--- src/rtl/game_level_ctrl.sv ---
// Level/round controller for the number-guessing game: tracks level, round, wrong
// guesses and a per-round countdown, and asks the generator for a new secret each round.
module game_level_ctrl #(
    parameter int NUM_LEVELS       = 3,
    parameter int ROUNDS_PER_LEVEL = 3,
    parameter int BASE_GUESSES     = 3,
    parameter int GUESS_STEP       = 1,
    parameter int BASE_TIME        = 30,
    parameter int TIME_STEP        = 30,
    parameter bit RETRY_EN         = 1'b1,
    parameter int LW               = (NUM_LEVELS > 1) ? $clog2(NUM_LEVELS) : 1,
    parameter int GW               = 4,
    parameter int TW               = 8,
    parameter int RW               = $clog2(ROUNDS_PER_LEVEL + 1)
) (
    input  logic          clk,
    input  logic          restart,
    input  logic          tick,
    input  logic          confirm,
    input  logic          correct,
    output logic [LW-1:0] level,
    output logic [GW-1:0] max_guess,
    output logic [LW:0]   max_digit,
    output logic [GW-1:0] guesses_left,
    output logic [TW-1:0] time_left,
    output logic [RW-1:0] round,
    output logic          new_target,
    output logic          playing,
    output logic          win,
    output logic          gameover,
    output logic [1:0]    state_dbg
);

    typedef enum logic [1:0] {
        LOAD     = 2'd0,
        PLAY     = 2'd1,
        WIN      = 2'd2,
        GAMEOVER = 2'd3
    } state_t;

    state_t        state;
    logic [GW-1:0] wrong;
    logic [TW-1:0] round_time;
    logic [RW-1:0] roundn;
    logic          time_expiring;

    // Handshake: confirm is a one-cycle strobe; correct is only meaningful in the
    // cycle confirm is high and is ignored otherwise. There is no back-pressure.
    always_comb begin
        max_guess     = GW'(BASE_GUESSES + int'(level) * GUESS_STEP);
        max_digit     = {1'b0, level} + (LW+1)'(1);
        guesses_left  = max_guess - wrong;
        round_time    = TW'(BASE_TIME + int'(level) * TIME_STEP);
        roundn        = round + RW'(1);
        time_expiring = tick && (time_left == TW'(1));
    end

    // new_target is masked while restart is held so the flags read idle during reset.
    assign new_target = (state == LOAD) && !restart;
    assign playing    = (state == PLAY);
    assign win        = (state == WIN);
    assign gameover   = (state == GAMEOVER);
    assign state_dbg  = state;

    always_ff @(posedge clk) begin
        if (restart) begin
            state     <= LOAD;
            level     <= '0;
            round     <= '0;
            wrong     <= '0;
            time_left <= '0;
        end else begin
            unique case (state)
                LOAD: begin
                    time_left <= round_time;
                    wrong     <= '0;
                    state     <= PLAY;
                end
                PLAY: begin
                    if (confirm && correct) begin
                        if (roundn == RW'(ROUNDS_PER_LEVEL)) begin
                            if (level == LW'(NUM_LEVELS - 1)) begin
                                state <= WIN;
                            end else begin
                                level <= level + LW'(1);
                                round <= '0;
                                state <= LOAD;
                            end
                        end else begin
                            round <= roundn;
                            state <= LOAD;
                        end
                    end else if (confirm) begin
                        wrong <= wrong + GW'(1);
                        if (tick) begin
                            time_left <= time_left - TW'(1);
                        end
                        if ((wrong + GW'(1) == max_guess) || time_expiring) begin
                            state <= GAMEOVER;
                        end
                    end else if (tick) begin
                        time_left <= time_left - TW'(1);
                        if (time_expiring) begin
                            state <= GAMEOVER;
                        end
                    end
                end
                WIN: begin
                    state <= WIN;
                end
                GAMEOVER: begin
                    if (RETRY_EN && confirm) begin
                        round <= '0;
                        state <= LOAD;
                    end
                end
                default: state <= LOAD;
            endcase
        end
    end

endmodule

--- config.mk ---
export PLATFORM = sky130hd
export DESIGN_NAME = game_level_ctrl
export DESIGN_NICKNAME = d
export VERILOG_FILES = /design/src/rtl/game_level_ctrl.sv
export SDC_FILE = /design/constraint.sdc
export NUM_CORES = 1
export LEC_CHECK = 0
export ABC_AREA = 1
export BUFFER_PORTS_ARGS = -buffer_cell sky130_fd_sc_hd__buf_4
export CORE_MARGIN = 3
export CORE_UTILIZATION = 57
export CTS_BUF_LIST = sky130_fd_sc_hd__clkbuf_16
export DETAILED_ROUTE_END_ITERATION = 8
export PLACE_DENSITY = 0.92
export SYNTH_ARGS = -nofsm -noshare
export SYNTH_HDL_FRONTEND = slang
export SYNTH_SLANG_ARGS = --single-unit
--- constraint.sdc ---
create_clock -name clk -period 3.4 [get_ports clk]
set_input_delay 0 -clock clk [delete_from_list [all_inputs] [get_ports clk]]
set_output_delay 0 -clock clk [all_outputs]
set_load 0.01 [all_outputs]
==> impl_metrics.ini, run 1 <==
[route]
drc_errors = 0
met2WireLength_mm = 1.66
route.met3.wl_um = 152
first_pass_iters = 5
drt_wl_total_mm = 3.34
drt-met1-wl_mm = 1.47
drtAntennaViolNets = 0
top_layer_used = met4
wl_per_cell_um = 12.4
via_per_inst = 5.36
drt_iter0_drc = 71
via_count = 1447

[power_and_ir_drop]
clkPwrFrac_pct = 28.4
internal_power_mw = 0.524
total_power_mw = 0.830
sequentialPowerShare_pct = 33.0
leakage_nw = 0.835
power_per_cell_area_nw_per_um2 = 479
comb_power_share_pct = 38.5
vdd_drop_max_mv = 0.322
p_sw_mw = 0.307
swShare_pct = 36.9

[clock_network]
cts-root-buf = clkbuf_16
insertion_delay_ns = 0.25
clockBufferDepth = 2
cts_hold_buf = 0
cts_resized = 0
clk_pin_slew_worst_paths_ns = 0.05
postCtsSetupBuffers = 0
cts.sinks = 18
cts_tree = built
cts_made_buffers = 3
htreeDepth = 1

[sta]
setup-tns-final_ns = 0
setup_viol = 0
clock_skew_ns = 0.00229
post-route-min-period_ns = 2.28
fmax_mhz = 438
slew_violations = 0
final_hold_viol_count = 0
timing.final.crit_share_pct = 67.1
rsz0062_at_grt = no

[flow_run]
maxCapViolations = 0

[die]
die_area_sq_um = 3130
die_w_um = 56.0
row_count = 17
die_y_um = 56.0
design.core.area_sq_um = 2300
io_pins = 34
start_util_pct = 62.0

[layout]
final_cell_mix = nand2_1, buf_4, inv_1, nor2_1, a21oi_1
layout-drive-gt1-share_pct = 24.4
final_common_cell = nand2_1
area_growth_pct = 21.7
fin_area_sq_um = 1730
layout.nets = 263
antennaDiodeCount = 0

[min_path]
worstHoldPathType = in -> reg
hold_path_depth = 2

[logic_synthesis]
yosys_warnings = 0
synthCells = 211
seq_area_frac_synth_pct = 25.3
synthDistinctLibCells = 25
syn-mean-instance-area_sq_um = 6.75
synth_fp_nets = 231
netlist_area_sq_um = 1420
ys_ff_latch = 18

[critical_path]
critPathLaunchType = flip-flop
critPathMaxFanout = 10
timing.reg2reg.worst_path_depth = 8
critical_path.slowest_cell = ha_1
slowest_delay_ns = 0.47
critical_path_class = reg -> out
r2r_slack_ns = 1.63
end_kind = output pin
crit_chain = inv_1 > ha_1 > inv_1 > ha_1 > nand2_1 > o21ai_0 > xor2_1 > buf_4
crit_arrival_ns = 2.28
cp.required_ns = 3.40

[placement]
dp_hpwl_mm = 2.50
io_buffer_count = 32
gp_congestion = 0.916
dpl_cell_area_sq_um = 1650

[global_route]
grt_usage_pct = 22.2
grt_start_max_net_pins = 19
grt_antenna_before_repair = 0
overflow = 0
grt_pass1_wl_mm = 5.67
first_global_vias = 1270

[status]
outcome = complete, no violations
[cell families after synthesis]
family                   Yosys count  share of synthesized area [%]
AO/OA/AOI/OAI                     47                           21.0
XOR/XNOR                           2                           1.23
adder cells (fa/ha/maj)           15                           13.7
buffers and inverters             35                           11.1
flip-flops                        18                           25.3
other                              1                          0.263
AND/OR/NAND/NOR                   93                           27.4
[cell type report]
| cell class | instances | area [sq um] |
|---|---|---|
| clock buffer | 3 | 75.1 |
| clock inverter | 1 | 3.75 |
| fill | 195 | 564 |
| inverter | 30 | 113 |
| multi-input combinational | 158 | 906 |
| sequential | 18 | 360 |
| tap | 28 | 35.0 |
| timing repair buffer | 32 | 240 |
[per-stage QoR]
step	hold slack [ns]	cells	setup slack [ns]	utilization, %
6_report	0.0266	270	1.12	75.4
5_1_grt	0.0383	270	0.896	75.4
4_1_cts	0.0236	270	1.12	75.4
3_5_place_dp	0.284	266	1.43	72.0
3_3_place_gp	0.284	266	1.49	72.0
2_1_floorplan	0.156	211	1.40	-
[state kept, by name, summed over array words and instances (netlist names), named ones only]
register / count
time_left: 8
wrong: 4
level: 2
round: 2
state_dbg: 1
[power groups by stage]
| stage | registers (mW) | clock network [mW] | logic [mW] |
|---|---|---|---|
| 6_report | 0.274 | 0.236 | 0.320 |
| 4_1_cts | 0.274 | 0.244 | 0.321 |
| 2_1_floorplan | 0.282 | 0 | 0.222 |
| 5_1_grt | 0.280 | 0.250 | 0.362 |
| 3_3_place_gp | 0.278 | 0 | 0.311 |
| 3_5_place_dp | 0.278 | 0 | 0.317 |
[synth_stat cells]
cell type | number | area share [%]
nand2_1 | 47 | 12
buf_4 | 2 | 1.1
o21ai_4 | 1 | 1.1
a21oi_1 | 19 | 6.7
clkbuf_1 | 1 | 0.26
xor2_1 | 1 | 0.62
conb_1 | 1 | 0.26
o31ai_2 | 1 | 0.88
buf_8 | 1 | 1.1
inv_2 | 5 | 1.3
nor3_1 | 2 | 0.70
a21oi_2 | 8 | 4.9
nand3_1 | 13 | 4.6
o21ai_0 | 11 | 3.9
o21ai_2 | 4 | 2.5
inv_1 | 25 | 6.6
o21ai_1 | 3 | 1.1
nand4_1 | 4 | 1.8
nor2_1 | 22 | 5.8
fa_1 | 1 | 1.4
buf_6 | 1 | 0.79
dfxtp_1 | 18 | 25
ha_1 | 14 | 12
xnor2_1 | 1 | 0.62
nand2_2 | 5 | 2.2
[critical path, delay by kind of cell (launching register included)]
kind / cells / cell delay [ns]
simple gates: 1 / 0.04
buf+inv: 3 / 0.46
flops: 1 / 0.42
fa+ha+maj: 2 / 0.76
xor+xnor: 1 / 0.17
compound gates: 1 / 0.19
[final timing paths]
check | startpoint | to
setup / recovery | level[0]$_SDFFE_PP0P_ | guesses_left[3]
hold / removal | restart | time_left[6]$_SDFFE_PP0P_
setup reg to reg | level[0]$_SDFFE_PP0P_ | time_left[2]$_SDFFE_PP0P_
hold reg to reg | round[0]$_SDFFE_PP0P_ | round[0]$_SDFFE_PP0P_
[layer usage]
| layer | vias up | track usage [%] |
|---|---|---|
| li1 | 749 | - |
| met1 | 659 | 28.4 |
| met4 | 0 | 8.47 |
| met5 | - | 0 |
| met2 | 32 | 37.4 |
| met3 | 7 | 3.25 |
Power figures use the tool's default switching activity.
==> inputs of run 2 (changes only) <==
--- a/config.mk
+++ b/config.mk
@@ -8,10 +8,10 @@
 export ABC_AREA = 1
 export BUFFER_PORTS_ARGS = -buffer_cell sky130_fd_sc_hd__buf_4
 export CORE_MARGIN = 3
-export CORE_UTILIZATION = 57
+export CORE_UTILIZATION = 48
 export CTS_BUF_LIST = sky130_fd_sc_hd__clkbuf_16
 export DETAILED_ROUTE_END_ITERATION = 8
-export PLACE_DENSITY = 0.92
+export PLACE_DENSITY = 0.84
 export SYNTH_ARGS = -nofsm -noshare
 export SYNTH_HDL_FRONTEND = slang
 export SYNTH_SLANG_ARGS = --single-unit
==> constraint.sdc (replaced) <==
create_clock -name clk -period 2.1 [get_ports clk]
set_input_delay 0 -clock clk [delete_from_list [all_inputs] [get_ports clk]]
set_output_delay 0 -clock clk [all_outputs]
set_load 0.01 [all_outputs]
==> impl_metrics.ini, run 2 (synthesis gave the netlist of run 1 again) <==
[layout]
largest_reg_flops = 8
multi_input_area_sq_um = 931
antennaDiodeCount = 0
ff_latch_area_sq_um = 363
largest_register = time_left
area_growth_pct = 25.2
final_cell_mix = nand2_1, buf_4, inv_1, nor2_1, a21oi_1
layout.nets = 266
fillers = 266
largest_registers = time_left: 8 flops, wrong: 4 flops
layout-drive-gt1-share_pct = 27.5
final_common_cell = nand2_1

[sta]
setup-tns-final_ns = 0
setup_viol = 0
slew_violations = 0
final_hold_viol_count = 0
fmax_mhz = 513
hold-worst-slack_ns = 0.0323
rsz0062_at_grt = no
timing.final.crit_share_pct = 92.9
post-route-min-period_ns = 1.95
clock_skew_ns = 0.00137

[die]
start_util_pct = 51.2
io_pins = 34
row_count = 19
die_area_sq_um = 3660
die_w_um = 60.5
design.core.area_sq_um = 2780
die_y_um = 60.5

[route]
met2WireLength_mm = 1.78
drc_errors = 0
drt_wl_total_mm = 3.50
via_per_inst = 5.29
first_pass_iters = 4
drt_iter0_drc = 61
via_count = 1455
drt-met1-wl_mm = 1.57
wl_per_cell_um = 12.7
route.met3.wl_um = 144
top_layer_used = met4
drtAntennaViolNets = 0

[critical_path]
critPathLaunchType = flip-flop
critical_path_class = reg -> out
critPathMaxFanout = 7
crit_arrival_ns = 1.95
cp.required_ns = 2.10
end_kind = output pin

[global_route]
overflow = 0
first_global_vias = 1269
grt_antenna_before_repair = 0
grt_usage_pct = 20.6
grt_pass1_wl_mm = 5.79
grt_start_max_net_pins = 13

[placement]
io_buffer_count = 32
gp_congestion = 0.879
dp_hpwl_mm = 2.56

[clock_network]
cts_tree = built
htreeDepth = 1
clk_pin_slew_worst_paths_ns = 0.05
cts-root-buf = clkbuf_16
cts_made_buffers = 3
postCtsSetupBuffers = 0
cts_hold_buf = 0
cts.sinks = 18
clockBufferDepth = 2
insertion_delay_ns = 0.25
cts_resized = 5

[status]
outcome = complete, no violations

[min_path]
worstHoldPathType = in -> reg

[flow_run]
maxCapViolations = 0

[power_and_ir_drop]
vdd_drop_max_mv = 0.842
power_per_cell_area_nw_per_um2 = 761
leakage_nw = 0.852
[run 2: cell count changes in the layout (fill, tap and decap cells not counted), sizes merged]
cell and delta:
buf +3, clkinv -1
[run 2: power breakdown]
group          total [mW]  switching [mW]  leakage [nW]  internal, mW
sequential          0.446          0.0585         0.149         0.387
combinational       0.534           0.317         0.665         0.216
clock               0.378           0.128        0.0370         0.251
[run 2: worst paths after layout]
kind | startpoint | to | slack, ns | cells past startpoint
setup / recovery | level[1]$_SDFFE_PP0P_ | guesses_left[3] | 0.15 | 8
hold / removal | restart | time_left[6]$_SDFFE_PP0P_ | 0.03 | 2
setup reg to reg | state_dbg[0]$_SDFFE_PP0P_ | time_left[4]$_SDFFE_PP0P_ | 0.55 | 6
hold reg to reg | round[0]$_SDFFE_PP0P_ | round[0]$_SDFFE_PP0P_ | 0.49 | 2
[run 2: area by class of cell]
| cell class | count | area share [%] |
|---|---|---|
| multi-input cells | 158 | 52.2 |
| flip-flops and latches | 18 | 20.4 |
| repair buffers | 35 | 14.7 |
| inverters | 30 | 6.32 |
| clock buffers | 3 | 4.21 |
| well taps | 31 | 2.18 |
[run 2: critical path, stage by stage (launching register included)]
cell	delay, ns
dfxtp_2	0.38
inv_1	0.13
ha_4	0.34
inv_1	0.08
ha_1	0.27
nand2_1	0.04
o21ai_1	0.15
xor2_1	0.17
buf_4	0.14
[run 2: through the flow]
| step | power [mW] | worst slack [ns] | cell area (sq um) | util [%] | instances |
|---|---|---|---|---|---|
| floorplan | 0.816 | 0.100 | 1420 | - | 211 |
| global placement | 0.967 | 0.229 | 1680 | 60.4 | 272 |
| detailed placement | 0.977 | 0.0760 | 1680 | 60.4 | 272 |
| CTS | 1.36 | 0.0671 | 1770 | 63.7 | 275 |
| global route | 1.46 | 0.0414 | 1780 | 64.1 | 275 |
| finish | 1.36 | 0.150 | 1780 | 64.1 | 275 |
[run 2: per-layer routing]
metal  vias up  GRT usage, %
met3         2          3.83
li1        748             -
met2        31          36.1
met4         0          2.17
met5         -             0
met1       674          27.5
==> inputs of run 3 (changes only) <==
==> constraint.sdc (replaced) <==
create_clock -name clk -period 1.6 [get_ports clk]
set_input_delay 0 -clock clk [delete_from_list [all_inputs] [get_ports clk]]
set_output_delay 0 -clock clk [all_outputs]
set_load 0.01 [all_outputs]
==> impl_metrics.ini, run 3 (synthesis gave the netlist of run 1 again) <==
[power_and_ir_drop]
sequentialPowerShare_pct = 32.3
leakage_nw = 0.887
internal_power_mw = 1.14
vdd_drop_max_mv = 0.691
power_per_cell_area_nw_per_um2 = 957
total_power_mw = 1.80
swShare_pct = 37.0
p_sw_mw = 0.667
clkPwrFrac_pct = 28.0
comb_power_share_pct = 39.7

[sta]
setup-tns-final_ns = -0.222
setup_viol = 3
timing.final.crit_share_pct = 107
rsz0062_at_grt = yes
clock_skew_ns = 0.00107
post-route-min-period_ns = 1.71
slew_violations = 0
setup_ws_ns = -0.112
fmax_mhz = 584
final_hold_viol_count = 0
hold-worst-slack_ns = 0.0287

[layout]
ff_latch_area_sq_um = 365
multi_input_area_sq_um = 961
largest_registers = time_left: 8 flops, wrong: 4 flops
antennaDiodeCount = 0
largest_reg_flops = 8
finalNonFillerCells = 283
final_common_cell = nand2_1
layout.nets = 273
area_growth_pct = 32.3
largest_register = time_left
final_cell_mix = nand2_1, buf_4, nor2_1, inv_1, a21oi_1
layout-drive-gt1-share_pct = 33.7
fillers = 239

[placement]
post-place-ws_ns = 0.0478
io_buffer_count = 32
gp_congestion = 0.911
dp_hpwl_mm = 2.59
dp_cells = 275

[die]
die_w_um = 60.5
die_area_sq_um = 3660
row_count = 19
io_pins = 34
start_util_pct = 51.2
design.core.area_sq_um = 2780
die_y_um = 60.5

[global_route]
grt_antenna_before_repair = 0
overflow = 0
grt_usage_pct = 21.6
first_global_vias = 1374
grt_pass1_wl_mm = 6.00
grt_start_max_net_pins = 13

[critical_path]
critPathMaxFanout = 3
crit_family = adder cells
critPathLaunchType = flip-flop
crit_arrival_ns = 1.71
cp.required_ns = 1.60
r2r-start = state_dbg[0]$_SDFFE_PP0P_
critical_path.slowest_cell = dfxtp_4
critical_path_class = reg -> out
slowest_delay_ns = 0.36
crit_chain = inv_4 > ha_4 > inv_4 > ha_4 > nand2_2 > o21ai_2 > xor2_1 > buf_4
regToRegEndpoint = time_left[4]$_SDFFE_PP0P_
crit_buf_inv = 3
r2r_slack_ns = 0.12
end_kind = output pin
timing.reg2reg.worst_path_depth = 5

[route]
drtAntennaViolNets = 0
drt_wl_total_mm = 3.54
drt_iter0_drc = 54
drc_errors = 0
wl_per_cell_um = 12.5
first_pass_iters = 4
via_per_inst = 5.23
via_count = 1479

[clock_network]
cts.sinks = 18
cts-root-buf = clkbuf_16
cts_tree = built
insertion_delay_ns = 0.25
clk_pin_slew_worst_paths_ns = 0.05
clockBufferDepth = 2
htreeDepth = 1
cts_made_buffers = 3

[flow_run]
maxCapViolations = 0

[min_path]
hold_path_depth = 2
min_to = time_left[7]$_SDFFE_PP0P_
hp-start = restart
worstHoldPathType = in -> reg

[status]
violations = setup timing
outcome = complete, but fails checks
## run 3: layer usage
metal  share of wire (%)  global-route usage, %
met1                  45                   27.2
met2                  49                   36.4
met3                 4.0                   3.62
met4                 2.3                   9.29
met5                   0                      0
## run 3: how the worst max path moves through the flow
| stage | from | slack, ns | to | depth (start not counted) |
|---|---|---|---|---|
| global route | level[0]$_SDFFE_PP0P_ | -0.15 | guesses_left[3] | 8 |
| finish | level[0]$_SDFFE_PP0P_ | -0.11 | guesses_left[3] | 8 |
| detailed placement | level[0]$_SDFFE_PP0P_ | 0.05 | guesses_left[3] | 8 |
| global placement | level[0]$_SDFFE_PP0P_ | 0.1 | guesses_left[3] | 8 |
| CTS | level[0]$_SDFFE_PP0P_ | -0.1 | guesses_left[3] | 8 |
| floorplan | level[1]$_SDFFE_PP0P_ | 0.03 | guesses_left[3] | 7 |
## run 3: layout make-up
type,count,share of cell area [%]
repair buffers,42,17.1
multi-input cells,158,51.0
flip-flops and latches,18,19.4
inverters,30,6.24
clock buffers,3,3.98
well taps,31,2.06
clock inverters,1,0.199
## run 3: what timing repair did
item,in CTS,in global routing
endpoints found under the setup margin,3,3
hold buffers,0,0
endpoints found under the hold margin,0,0
gates resized for setup,14,0
setup buffers,4,0
pin swaps,7,6
## run 3: stage by stage
step           utilization, %  cell area, sq um
2_1_floorplan               -              1440
3_3_place_gp             61.9              1720
3_5_place_dp             61.9              1720
4_1_cts                  67.7              1880
5_1_grt                  67.7              1880
6_report                 67.7              1880
## run 3: power by group through the flow
stage,logic (mW),registers (mW),clock network [mW]
after floorplan,0.473,0.599,0
after global placement,0.679,0.588,0
after detailed placement,0.692,0.591,0
after CTS,0.715,0.582,0.513
after global routing,0.807,0.594,0.532
final,0.716,0.582,0.505
